==> config.mk <==
export PLATFORM = sky130hd
export DESIGN_NAME = video_sync_decoder
export DESIGN_NICKNAME = d
export VERILOG_FILES = /design/src/rtl/video_sync_decoder.sv
export SDC_FILE = /design/constraint.sdc
export NUM_CORES = 1
export LEC_CHECK = 0
export ABC_AREA = 1
export BUFFER_PORTS_ARGS = -buffer_cell sky130_fd_sc_hd__clkbuf_2
export CAP_MARGIN = 20
export CORE_UTILIZATION = 58
export CTS_CLUSTER_DIAMETER = 100
export DETAILED_ROUTE_END_ITERATION = 10
export GPL_TIMING_DRIVEN = 0
export PLACE_DENSITY = 0.8
export SLEW_MARGIN = 20
export SYNTH_ARGS = -nofsm -noshare
export SYNTH_HDL_FRONTEND = slang
export SYNTH_SLANG_ARGS = --single-unit
==> constraint.sdc <==
create_clock -name clk -period 2.3 [get_ports clk]
set_input_delay 0.115 -clock clk [delete_from_list [all_inputs] [get_ports clk]]
set_output_delay 0.115 -clock clk [all_outputs]
set_load 0.005 [all_outputs]
==> src/rtl/video_sync_decoder.sv <==
// Sync receiver: rebuilds pixel x/y from hsync/vsync, measures line/frame totals,
// and tracks timing lock plus 50/60 Hz detection.
module video_sync_decoder #(
  parameter bit          HS_POL   = 1'b1,
  parameter bit          VS_POL   = 1'b1,
  parameter int unsigned W        = 10,
  parameter int unsigned H_MAX    = 1023,
  parameter int unsigned V_MAX    = 1023,
  parameter int unsigned LOCK_CNT = 2,
  parameter int unsigned FD_SPLIT = 287
) (
  input  logic         clk,
  input  logic         reset,
  input  logic         hsync,
  input  logic         vsync,
  output logic [W-1:0] video_x,
  output logic [W-1:0] video_y,
  output logic         line_start,
  output logic         frame_start,
  output logic [W-1:0] h_total,
  output logic [W-1:0] v_total,
  output logic         locked,
  output logic         fd
);

  localparam int unsigned CW = $clog2(LOCK_CNT + 2);

  typedef enum logic [1:0] {
    ST_UNLOCKED,
    ST_ACQUIRE,
    ST_LOCKED
  } state_e;

  logic         hs_prev_q, vs_prev_q, vs_pend_q, vs_pend_d;
  logic [W-1:0] x_q, x_d, y_q, y_d, ht_q, ht_d, vt_q, vt_d;
  logic         ls_q, ls_d, fs_q, fs_d;
  state_e       state_q;
  logic [CW-1:0] match_cnt_q;
  logic [W-1:0] st_h_q, st_v_q;
  logic         locked_q, fd_q;

  logic hs_act, vs_act, hs_edge, vs_edge, frame_fire;
  logic timeout, frame_match, fd_hit;

  assign hs_act     = (hsync == HS_POL);
  assign vs_act     = (vsync == VS_POL);
  assign hs_edge    = hs_act & ~hs_prev_q;
  assign vs_edge    = vs_act & ~vs_prev_q;
  assign frame_fire = hs_edge & (vs_pend_q | vs_edge);

  // Position counters and line/frame measurement
  always_comb begin
    x_d       = x_q;
    y_d       = y_q;
    ht_d      = ht_q;
    vt_d      = vt_q;
    ls_d      = 1'b0;
    fs_d      = 1'b0;
    vs_pend_d = vs_pend_q | vs_edge;
    if (hs_edge) begin
      x_d  = '0;
      ht_d = x_q + W'(1);
      ls_d = 1'b1;
      if (frame_fire) begin
        y_d       = '0;
        vt_d      = y_q + W'(1);
        fs_d      = 1'b1;
        vs_pend_d = 1'b0;
      end else if (y_q != W'(V_MAX)) begin
        y_d = y_q + W'(1);
      end
    end else if (x_q != W'(H_MAX)) begin
      x_d = x_q + W'(1);
    end
  end

  // Edge history presets to the asserted level so a sync held through reset is ignored
  always_ff @(posedge clk or posedge reset) begin
    if (reset) begin
      hs_prev_q <= 1'b1;
      vs_prev_q <= 1'b1;
      vs_pend_q <= 1'b0;
      x_q       <= '0;
      y_q       <= '0;
      ht_q      <= '0;
      vt_q      <= '0;
      ls_q      <= 1'b0;
      fs_q      <= 1'b0;
    end else begin
      hs_prev_q <= hs_act;
      vs_prev_q <= vs_act;
      vs_pend_q <= vs_pend_d;
      x_q       <= x_d;
      y_q       <= y_d;
      ht_q      <= ht_d;
      vt_q      <= vt_d;
      ls_q      <= ls_d;
      fs_q      <= fs_d;
    end
  end

  assign timeout     = (x_q == W'(H_MAX)) || (y_q == W'(V_MAX));
  assign frame_match = (ht_q == st_h_q) && (vt_q == st_v_q);
  assign fd_hit      = (vt_q <= W'(FD_SPLIT));

  // Lock tracker: judges the freshly registered totals against those from the previous frame
  always_ff @(posedge clk or posedge reset) begin
    if (reset) begin
      state_q     <= ST_UNLOCKED;
      match_cnt_q <= '0;
      st_h_q      <= '0;
      st_v_q      <= '0;
      locked_q    <= 1'b0;
      fd_q        <= 1'b0;
    end else if (timeout) begin
      state_q     <= ST_UNLOCKED;
      match_cnt_q <= '0;
      locked_q    <= 1'b0;
      fd_q        <= 1'b0;
    end else if (fs_q) begin
      st_h_q <= ht_q;
      st_v_q <= vt_q;
      case (state_q)
        ST_UNLOCKED: begin
          state_q     <= ST_ACQUIRE;
          match_cnt_q <= '0;
        end
        ST_ACQUIRE: begin
          if (frame_match) begin
            match_cnt_q <= match_cnt_q + CW'(1);
            if ((match_cnt_q + CW'(1)) == CW'(LOCK_CNT)) begin
              state_q  <= ST_LOCKED;
              locked_q <= 1'b1;
              fd_q     <= fd_hit;
            end
          end else begin
            match_cnt_q <= '0;
          end
        end
        ST_LOCKED: begin
          if (frame_match) begin
            fd_q <= fd_hit;
          end else begin
            state_q     <= ST_ACQUIRE;
            match_cnt_q <= '0;
            locked_q    <= 1'b0;
            fd_q        <= 1'b0;
          end
        end
        default: state_q <= ST_UNLOCKED;
      endcase
    end else if (ls_q && (state_q == ST_LOCKED) && (ht_q != st_h_q)) begin
      state_q     <= ST_ACQUIRE;
      match_cnt_q <= '0;
      st_h_q      <= ht_q;
      locked_q    <= 1'b0;
      fd_q        <= 1'b0;
    end
  end

  assign video_x     = x_q;
  assign video_y     = y_q;
  assign line_start  = ls_q;
  assign frame_start = fs_q;
  assign h_total     = ht_q;
  assign v_total     = vt_q;
  assign locked      = locked_q;
  assign fd          = fd_q;

endmodule

==> flow_metrics.tcl, run 1 <==
set metrics [dict create \
    status "complete, no violations" \
    synth-seq-area-share 0.487 \
    syn_inst 437 \
    overflow 0 \
    routabilityCongestion 0.870 \
    clock-sinks 71 \
    wirelength_um 7620 \
    dp_cells 560 \
    cts_tree "yes" \
    fin_setup_tns_ns 0 \
    port_buffers 47 \
    arrival_ns 2.03 \
    rr_startpoint "video_x[0]" \
    synth_cell_type_count 30 \
    max_stage_delay_ns 0.44 \
    drt_iter0_drc 233 \
    drtAntennaViolNets 0 \
    vias_per_cell 5.15 \
    mappedNetlistNets 447 \
    leakage_nw 2.13 \
    htree_levels 3 \
    start_util 0.609 \
    die_w_um 81.3 \
    route.detailed.drc 0 \
    crit_path_start "video_x[0]" \
    hold_class "primary input to asynchronous set/reset pin" \
    syn_area_um2 3650 \
    die_h_um 81.3 \
    track_usage 0.255 \
    clockBufferDepth 2 \
    wl_per_cell_um 13.2 \
    vias 2980 \
    p_per_area_nw_per_um2 958 \
    clk_pin_slew_ns 0.08 \
    clock.fmax_mhz 560 \
    num_rows 28 \
    drv_cap 0 \
    drv_slew 0 \
    crit_fanout 8 \
    setup_viol 0 \
    grt_pass1_vias 2816 \
    syn_avg_cell_area_um2 8.35 \
    relSlewSlack 0.684 \
    startpoint_type "flip-flop" \
    tightestPinTransition_ns 0.475 \
    layout-drive-gt1-share 0.240 \
    numCtsBuffers 9 \
    nets 509 \
    critPathCaptureType "flip-flop" \
    crit_chain "ha_1, nand2_2, nor2_4, nand3_4, nand3_4, inv_2, nand2_1, nand4_1, nand2_1, nand2_1" \
    crit_type "flip-flop to flip-flop" \
    insertion_delay_ns 0.35 \
    antenna_found_initial 0 \
    cp_data_required_time_ns 2.54 \
    io_pins 48 \
    instances_no_fill 579 \
    fin_skew_ns 0.0131 \
    dp_hpwl_um 5530 \
    rsz0062_at_grt "false" \
    n_antenna_cell 0 \
    final.min_clock_period_ns 1.79 \
    grt_pass1_wl_um 12700 \
    utilization 0.714 \
    n_fill_cell 444 \
    r2r_setup_slack_ns 0.51 \
    hold_viol 0 \
    grt_start_max_net_pins 39 \
    dieArea_um2 6620 \
    drt_first_pass_iters 4 \
    clockRootBuffer "clkbuf_8" \
    crit_top_cell "nand2_1" \
    fin_crit_sh 0.777 \
    p_total_mw 4.10 \
    fp.coreArea_um2 5990 \
    ys_seq_elements 71 \
    ir_drop_v 0.000625 \
    slowest_stage "dfrtp_1" \
    syn_to_final_growth_pct 17.1 \
    ys_warn_count 0 \
]
==> layout make-up <==
cell class,count,area (µm²),share of cell area
flip-flops and latches,71,1780,0.416
multi-input cells,289,1570,0.367
repair buffers,51,285,0.0667
inverters,71,269,0.0629
clock buffers,10,128,0.0298
clock inverters,6,116,0.0272
well taps,75,93.8,0.0219
plain buffers,6,33.8,0.00790
==> worst paths after layout <==
check                             end  cells past startpoint
max                        state_q[1]                     10
min                        video_x[7]                      3
max reg2reg                state_q[1]                     10
min reg2reg                    locked                      2
max in group asynchronous   vs_prev_q                      4
min in group clk            hs_prev_q                      2
==> kinds of logic after synthesis <==
kind of cell               count (synthesis)  share of synthesized area
DFF                                       71                      0.487
xor gates and xnor gates                  19                     0.0456
buffers and inverters                     77                     0.0822
adders and majority gates                  6                     0.0206
AOI/OAI and AO/OA                         66                     0.0939
and+or+nand+nor                          198                      0.270
==> state kept, by name (all words and copies together), names as in the netlist, 2 cells and up <==
signal,flops
state_q,2
st_h_q,10
match_cnt_q,2
h_total,10
video_y,10
st_v_q,10
video_x,10
v_total,10
==> layout by cell type (no fill, tap or decap), types with 2 or more instances in the layout <==
cell type and instances:
inv_6 2, nand2_2 8, inv_1 53, nor2_1 23, ha_1 6, buf_2 3
clkbuf_2 47, clkbuf_8 9, dlygate4sd3_1 3, nor3_4 2, o21ai_1 19, nand2_1 125
o21ai_0 32, nand3_1 12, dfrtp_1 69, nor2_2 3, dfstp_2 2, nor2_4 8
bufinv_16 3, nand2_4 5, xor2_1 13, inv_2 17, a21oi_1 7, nand3_4 2
o22ai_1 7, nand3_2 3, nor3_1 2, nand4_1 3, xnor2_1 6, clkbuf_1 2
==> per-stage QoR <==
step	cell area [µm²]	hold slack (ns)	setup WS, ns
CTS	4280	0.334	0.534
floorplan	3650	0.119	0.392
finish	4280	0.315	0.513
detailed placement	4000	0.147	0.543
global route	4280	0.360	0.393
global placement	3980	0.215	-0.430
==> Yosys cell counts <==
cell type / n / area, µm²
buf_6: 1 / 11.3
ha_1: 6 / 75.1
nand3_4: 2 / 35.0
nor3_2: 1 / 10.0
nor3_4: 2 / 32.5
o21ai_1: 19 / 95.1
nor2_2: 3 / 18.8
nand3b_4: 1 / 20.0
nand3_2: 3 / 30.0
buf_2: 3 / 15.0
inv_1: 54 / 203
dfstp_2: 2 / 52.6
nand2_1: 125 / 469
a21oi_1: 7 / 35.0
xor2_1: 13 / 114
nand2_2: 8 / 50.1
xnor2_1: 6 / 52.6
buf_1: 1 / 3.75
nor2_4: 8 / 90.1
dfrtp_1: 69 / 1730
inv_2: 17 / 63.8
o21ai_2: 1 / 8.76
nand2_4: 5 / 56.3
nor3_1: 2 / 10.0
nor2_1: 23 / 86.3
nand3_1: 12 / 60.1
clkbuf_1: 1 / 3.75
nand4_1: 3 / 18.8
o21ai_0: 32 / 160
o22ai_1: 7 / 43.8
==> per-layer routing <==
layer  part of all wire  global-route usage  vias up
met5                  0                   0        -
met3              0.041              0.0517       11
met1               0.47               0.357     1419
li1                   -                   -     1490
met2               0.47               0.393       60
met4              0.012              0.0929        0
==> power breakdown <==
group / total (mW) / internal (mW) / switching (mW)
registers: 1.78 / 1.50 / 0.279
clock network: 1.23 / 0.731 / 0.500
logic: 1.08 / 0.441 / 0.642
total: 4.10 / 2.68 / 1.42
==> repair_timing <==
action / 4_1_cts / 5_1_grt
resized for setup: 0 / 0
endpoints found under the hold margin: 35 / 0
hold buffers: 3 / 0
buffers inserted: 0 / 0
==> critical path, delay by kind of cell (launching register included) <==
kind                     cells  cell delay, ns
flip-flops                   1            0.44
AND/OR/NAND/NOR              8            0.91
buffers and inverters        1            0.10
adder cells (fa/ha/maj)      1            0.22
(Power assumes the default switching activity.)
==> inputs of run 2 (changes only) <==
--- a/config.mk
+++ b/config.mk
@@ -5,14 +5,14 @@
 export SDC_FILE = /design/constraint.sdc
 export NUM_CORES = 1
 export LEC_CHECK = 0
-export ABC_AREA = 1
+export ABC_AREA = 0
 export BUFFER_PORTS_ARGS = -buffer_cell sky130_fd_sc_hd__clkbuf_2
 export CAP_MARGIN = 20
-export CORE_UTILIZATION = 58
+export CORE_UTILIZATION = 57
 export CTS_CLUSTER_DIAMETER = 100
 export DETAILED_ROUTE_END_ITERATION = 10
 export GPL_TIMING_DRIVEN = 0
-export PLACE_DENSITY = 0.8
+export PLACE_DENSITY = 0.79
 export SLEW_MARGIN = 20
 export SYNTH_ARGS = -nofsm -noshare
 export SYNTH_HDL_FRONTEND = slang
==> constraint.sdc (replaced) <==
create_clock -name clk -period 1.7 [get_ports clk]
set_input_delay 0.085 -clock clk [delete_from_list [all_inputs] [get_ports clk]]
set_output_delay 0.085 -clock clk [all_outputs]
set_load 0.005 [all_outputs]
==> run 2 against run 1 <==
The flow now finishes with violations (negative setup slack). Core utilization grew 13 points. Sequential share of layout area fell by 4.4 points. Power up 25%. Global-route usage grew 6.9 points. Design area up 12%. Die area decreased by 4.1%. Sequential power is 18% higher. Maximum frequency decreased by 19%. Via count is 1.6% higher. Flip-flop and latch count unchanged. Combinational power increased by 50%. Register-to-register slack lost 1.0 ns.
==> flow_metrics.tcl, run 2 <==
set metrics [dict create \
    route.detailed.drc 0 \
    wl_per_cell_um 20.0 \
    final.min_clock_period_ns 2.19 \
    tightestPinTransition_ns 0.515 \
    layout_setup_ws_ns -0.493 \
    clock-sinks 71 \
    drtAntennaViolNets 0 \
    synth_common_cells "dfrtp_1, nand2_1, o21ai_0" \
    rsz0062_at_grt "true" \
    ys_seq_elements 71 \
    vias 3027 \
    p_sw_mw 1.73 \
    die_h_um 79.7 \
    ir_drop_v 0.000816 \
    syn_to_final_growth_pct 39.6 \
    synth_edf_count 0 \
    n_antenna_cell 0 \
    power.internal_mw 3.40 \
    ys_warn_count 0 \
    syn_area_um2 3440 \
    ys.flop_type "dfrtp_1" \
    die_w_um 79.7 \
    drt_first_pass_iters 4 \
    mappedNetlistNets 334 \
    syn_avg_cell_area_um2 10.6 \
    grt_pass1_vias 3020 \
    grt_pass1_wl_um 15200 \
    dieArea_um2 6350 \
    wirelength_um 10100 \
    grtUsageMet2 0.507 \
    dp_hpwl_um 5120 \
    yosysMostFrequentCell "dfrtp_1" \
    yosys.area.top_type "dfrtp_1" \
    hold_class "primary input to asynchronous set/reset pin" \
    fin_setup_tns_ns -10.13 \
    relSlewSlack 0.657 \
    status "finished with violations" \
    htree_levels 3 \
    nets 438 \
    crit_fanout 3 \
    p_per_area_nw_per_um2 1070 \
    synthArstFlopShare 1.00 \
    crit_top_cell "buf_6" \
    synth.top_cells.by_area "dfrtp_1, xor2_1, nand2_1" \
    dp_cells 445 \
    gr-usage-met3 0.0834 \
    crit_buf_inv 2 \
    track_usage 0.324 \
    clk_pin_slew_ns 0.09 \
    vias_per_cell 5.99 \
    critPathCaptureType "flip-flop" \
    power_frac_clock 0.275 \
    cp_data_required_time_ns 1.93 \
    synth_cell_type_count 45 \
    setup_viol 36 \
    critPathTopFamily "simple AND/OR/NAND/NOR gates" \
    leakage_nw 2.38 \
    instances_no_fill 505 \
    p_total_mw 5.13 \
    crit_chain "xor2_1, nor4_2, nand3_1, or2_4, buf_6, buf_6, a211oi_2, o22ai_1" \
    fp.coreArea_um2 5680 \
    hold_viol 0 \
    r2r_cells 8 \
    drt_iter0_drc 257 \
    final_cell_mix "dfrtp_1, clkbuf_2, nand2_1, buf_4, xor2_1" \
    grt_use_met1 0.416 \
    utilization 0.846 \
    place_area_um2 3850 \
    port_buffers 47 \
    startpoint_type "flip-flop" \
    fin_area_um2 4800 \
    clock.fmax_mhz 456 \
    hold_ws_ns 0.280 \
    sequentialPowerShare 0.410 \
    arrival_ns 2.42 \
    top_usage_layer "met2" \
    layout_commonest_cell "dfrtp_1" \
    combPwrFrac 0.316 \
    cts_tree "yes" \
    clockBufferDepth 2 \
    crit_type "flip-flop to flip-flop" \
    violations "negative setup slack" \
    drv_slew 0 \
    routabilityCongestion 0.933 \
    fin_skew_ns 0.0120 \
    place_worst_setup_slack_ns -0.633 \
    drv_cap 0 \
    fin_crit_sh 1.29 \
    overflow 0 \
    max_stage_delay_ns 0.44 \
    numCtsBuffers 9 \
    grt_start_max_net_pins 36 \
    layout-drive-gt1-share 0.441 \
    syn_inst 324 \
    insertion_delay_ns 0.35 \
    switching_share 0.337 \
    start_util 0.606 \
    synth-seq-area-share 0.517 \
    clockRootBuffer "clkbuf_8" \
    antenna_found_initial 0 \
    slowest_stage "nor4_2" \
    num_rows 27 \
    io_pins 48 \
    crit_cells 8 \
    synth_top_area_frac 0.502 \
]
==> run 2: logic make-up (layout without fill, tap and decap cells) <==
| kind of cell | count (synthesis) | after routing | synth area share |
|---|---|---|---|
| DFF | 71 | 71 | 0.517 |
| and+or+nand+nor | 101 | 101 | 0.155 |
| adders and majority gates | 6 | 6 | 0.0218 |
| buffers and inverters | 23 | 132 | 0.0262 |
| xor gates and xnor gates | 37 | 37 | 0.0943 |
| AOI/OAI and AO/OA | 63 | 63 | 0.111 |
| muxes | 23 | 23 | 0.0742 |
==> run 2: final timing paths <==
check                        endpoint      start  slack (ns)
setup / recovery                   fd  st_v_q[0]       -0.49
hold / removal             h_total[7]      reset        0.28
setup reg to reg                   fd  st_v_q[0]       -0.49
hold reg to reg             st_h_q[7]  st_h_q[7]        0.54
max in group asynchronous  v_total[7]      reset        0.72
min in group clk            hs_prev_q      hsync        0.40
==> run 2: power by group through the flow <==
stage / clock (mW) / sequential, mW / combinational (mW)
floorplan: 0 / 2.10 / 0.673
global placement: 0 / 2.14 / 0.919
detailed placement: 0 / 2.16 / 0.966
CTS: 1.41 / 2.09 / 1.40
global route: 1.49 / 2.12 / 1.73
finish: 1.41 / 2.10 / 1.62
==> run 2: worst reg2reg max path, delay by kind of cell, from the launching register on <==
kind	cells	cell delay, ns
and+or+nand+nor	3	0.95
DFF	1	0.40
AOI/OAI and AO/OA	2	0.31
buffers and inverters	2	0.23
xor gates and xnor gates	1	0.18
==> run 2: area by class of cell <==
cell class	count	area, µm²
Fill cell	274	875
Buffer	9	52.6
Multi-Input combinational cell	230	1890
Inverter	12	48.8
Sequential cell	71	1790
Tap cell	72	90.1
Clock inverter	7	80.1
Timing Repair Buffer	95	724
Clock buffer	9	124
==> run 2: metal layers <==
metal  vias to the layer above  part of all wire
li1                       1342                 -
met1                      1526              0.41
met2                       127              0.50
met3                        32             0.060
met4                         0             0.031
met5                         -                 0
==> run 2: what timing repair did <==
item / 4_1_cts / 5_1_grt
hold buffers: 3 / 0
resized for setup: 66 / 49
buffers inserted: 35 / 9
pin swaps: 22 / 19
cloned: 3 / 0
hold endpoints to repair: 19 / 0
setup endpoints to repair: 38 / 49
==> inputs of run 3 (changes only) <==
--- a/config.mk
+++ b/config.mk
@@ -12,7 +12,7 @@
 export CTS_CLUSTER_DIAMETER = 100
 export DETAILED_ROUTE_END_ITERATION = 10
 export GPL_TIMING_DRIVEN = 0
-export PLACE_DENSITY = 0.79
+export PLACE_DENSITY_LB_ADDON = 0.3
 export SLEW_MARGIN = 20
 export SYNTH_ARGS = -nofsm -noshare
 export SYNTH_HDL_FRONTEND = slang
==> run 3 against run 2 <==
The flow still finishes with violations (negative setup slack). Count of clock-buffer cells in the layout stayed put. Sequential share of layout area is 0.70 points lower. Via count is 2.7% higher. Worst hold slack worse by 0.022 ns. Clock power is 19% higher. Power is 4.9% higher. Critical endpoint is now match_cnt_q[0]. Final cell count stayed put. Design area is 1.9% higher. Flip-flop and latch count stayed put. Core utilization is 1.6 points higher.
==> flow_metrics.tcl, run 3 (synthesis results as in run 2) <==
set metrics [dict create \
    status "finished with violations" \
    violations "negative setup slack" \
    insertion_delay_ns 0.36 \
    crit_fanout 4 \
    crit_buf_inv 2 \
    crit_type "flip-flop to flip-flop" \
    critPathCaptureType "flip-flop" \
    critPathTopFamily "simple AND/OR/NAND/NOR gates" \
    drtAntennaViolNets 0 \
    numCtsBuffers 9 \
    overflow 0 \
    port_buffers 47 \
    arrival_ns 2.40 \
    crit_chain "xor2_2, nor4_2, nand4_2, buf_4, buf_6, a22o_4, o31ai_4, mux2i_1" \
    top_layer "met4" \
    utilization 0.862 \
    wl_met2_um 5460 \
    grt_pass1_wl_um 15300 \
    cts_tree "yes" \
    routabilityCongestion 0.928 \
    vias 3109 \
    leakage_nw 2.43 \
    setup_viol 39 \
    clockBufferDepth 2 \
    dieArea_um2 6350 \
    clock-sinks 71 \
    n_antenna_cell 0 \
    met3_wirelength_um 569 \
    die_w_um 79.7 \
    drv_cap 0 \
    num_rows 27 \
    startpoint_type "flip-flop" \
    dp_hpwl_um 5130 \
    fp.coreArea_um2 5680 \
    drt_first_pass_iters 5 \
    route.detailed.drc 0 \
    nets 438 \
    start_util 0.606 \
    r2r_setup_slack_ns -0.43 \
    grt_start_max_net_pins 32 \
    layout_setup_ws_ns -0.426 \
    fin_setup_tns_ns -10.87 \
    layout_commonest_cell "dfrtp_1" \
    hold_viol 0 \
    clockRootBuffer "clkbuf_8" \
    ir_drop_v 0.000870 \
    max_stage_delay_ns 0.42 \
    drt_iter0_drc 300 \
    final_cell_mix "dfrtp_1, clkbuf_2, nand2_1, buf_4, xor2_1" \
    clock.fmax_mhz 470 \
    antenna_found_initial 0 \
    tightestPinTransition_ns 0.584 \
    n_fill_cell 248 \
    wl_met1_um 4280 \
    htree_levels 3 \
    syn_to_final_growth_pct 42.2 \
    vias_per_cell 6.16 \
    drv_slew 0 \
    hold_ws_ns 0.258 \
    rsz0062_at_grt "true" \
    die_h_um 79.7 \
    wirelength_um 10700 \
    slowest_stage "dfrtp_1" \
    fin_crit_sh 1.25 \
    relSlewSlack 0.610 \
    layout-drive-gt1-share 0.439 \
    p_per_area_nw_per_um2 1100 \
    grt_pass1_vias 3025 \
    track_usage 0.326 \
    clk_pin_slew_ns 0.09 \
    hold_class "primary input to asynchronous set/reset pin" \
    final.min_clock_period_ns 2.13 \
    cp_data_required_time_ns 1.97 \
    fin_skew_ns 0.0125 \
    io_pins 48 \
    wl_per_cell_um 21.1 \
]
run 3: final timing paths:
check / depth (start not counted) / start / endpoint
min: 3 / reset / video_y[4]
max reg2reg: 8 / st_h_q[1] / match_cnt_q[0]
min reg2reg: 1 / locked / locked
min in group clk: 2 / hsync / hs_prev_q
max in group asynchronous: 5 / reset / video_x[0]
max: 8 / st_h_q[1] / match_cnt_q[0]
run 3: power by group:
| part | switching (mW) | internal (mW) |
|---|---|---|
| clock network | 0.698 | 0.980 |
| registers | 0.222 | 1.90 |
| logic | 0.800 | 0.777 |
| total | 1.72 | 3.66 |
run 3: metal layers:
layer	global-route usage	vias to the layer above
met5	0	-
met4	0.127	0
met3	0.0720	41
met2	0.532	167
met1	0.423	1555
li1	-	1346
run 3: final cells by class:
class | instances | area [µm²] | share of cell area
flip-flops and latches | 71 | 1790 | 0.365
inverters | 12 | 52.6 | 0.0107
plain buffers | 9 | 53.8 | 0.0110
multi-input cells | 231 | 1940 | 0.397
well taps | 72 | 90.1 | 0.0184
clock buffers | 9 | 124 | 0.0253
clock inverters | 7 | 120 | 0.0246
repair buffers | 94 | 724 | 0.148
run 3: worst reg2reg max path, stage by stage, from the launching register on:
cell and delay [ns]:
dfrtp_1 0.42, xor2_2 0.19, nor4_2 0.32, nand4_2 0.23, buf_4 0.20, buf_6 0.11
a22o_4 0.23, o31ai_4 0.07, mux2i_1 0.27
run 3: what timing repair did:
| action | in CTS | in global routing |
|---|---|---|
| setup buffers | 36 | 17 |
| gates cloned | 2 | 0 |
| hold buffers | 3 | 0 |
| gates resized for setup | 65 | 49 |
| pin swaps | 22 | 18 |
| hold endpoints to repair | 16 | 0 |
| endpoints found under the setup margin | 39 | 49 |
run 3: per-stage QoR:
step / std cells / power (mW) / area [µm²] / worst slack [ns]
finish: 505 / 5.38 / 4890 / -0.426
global route: 505 / 5.57 / 4890 / -0.517
CTS: 495 / 5.07 / 4640 / -0.397
detailed placement: 445 / 3.10 / 3850 / -0.590
global placement: 443 / 3.06 / 3810 / -0.513
floorplan: 324 / 2.78 / 3480 / -0.311
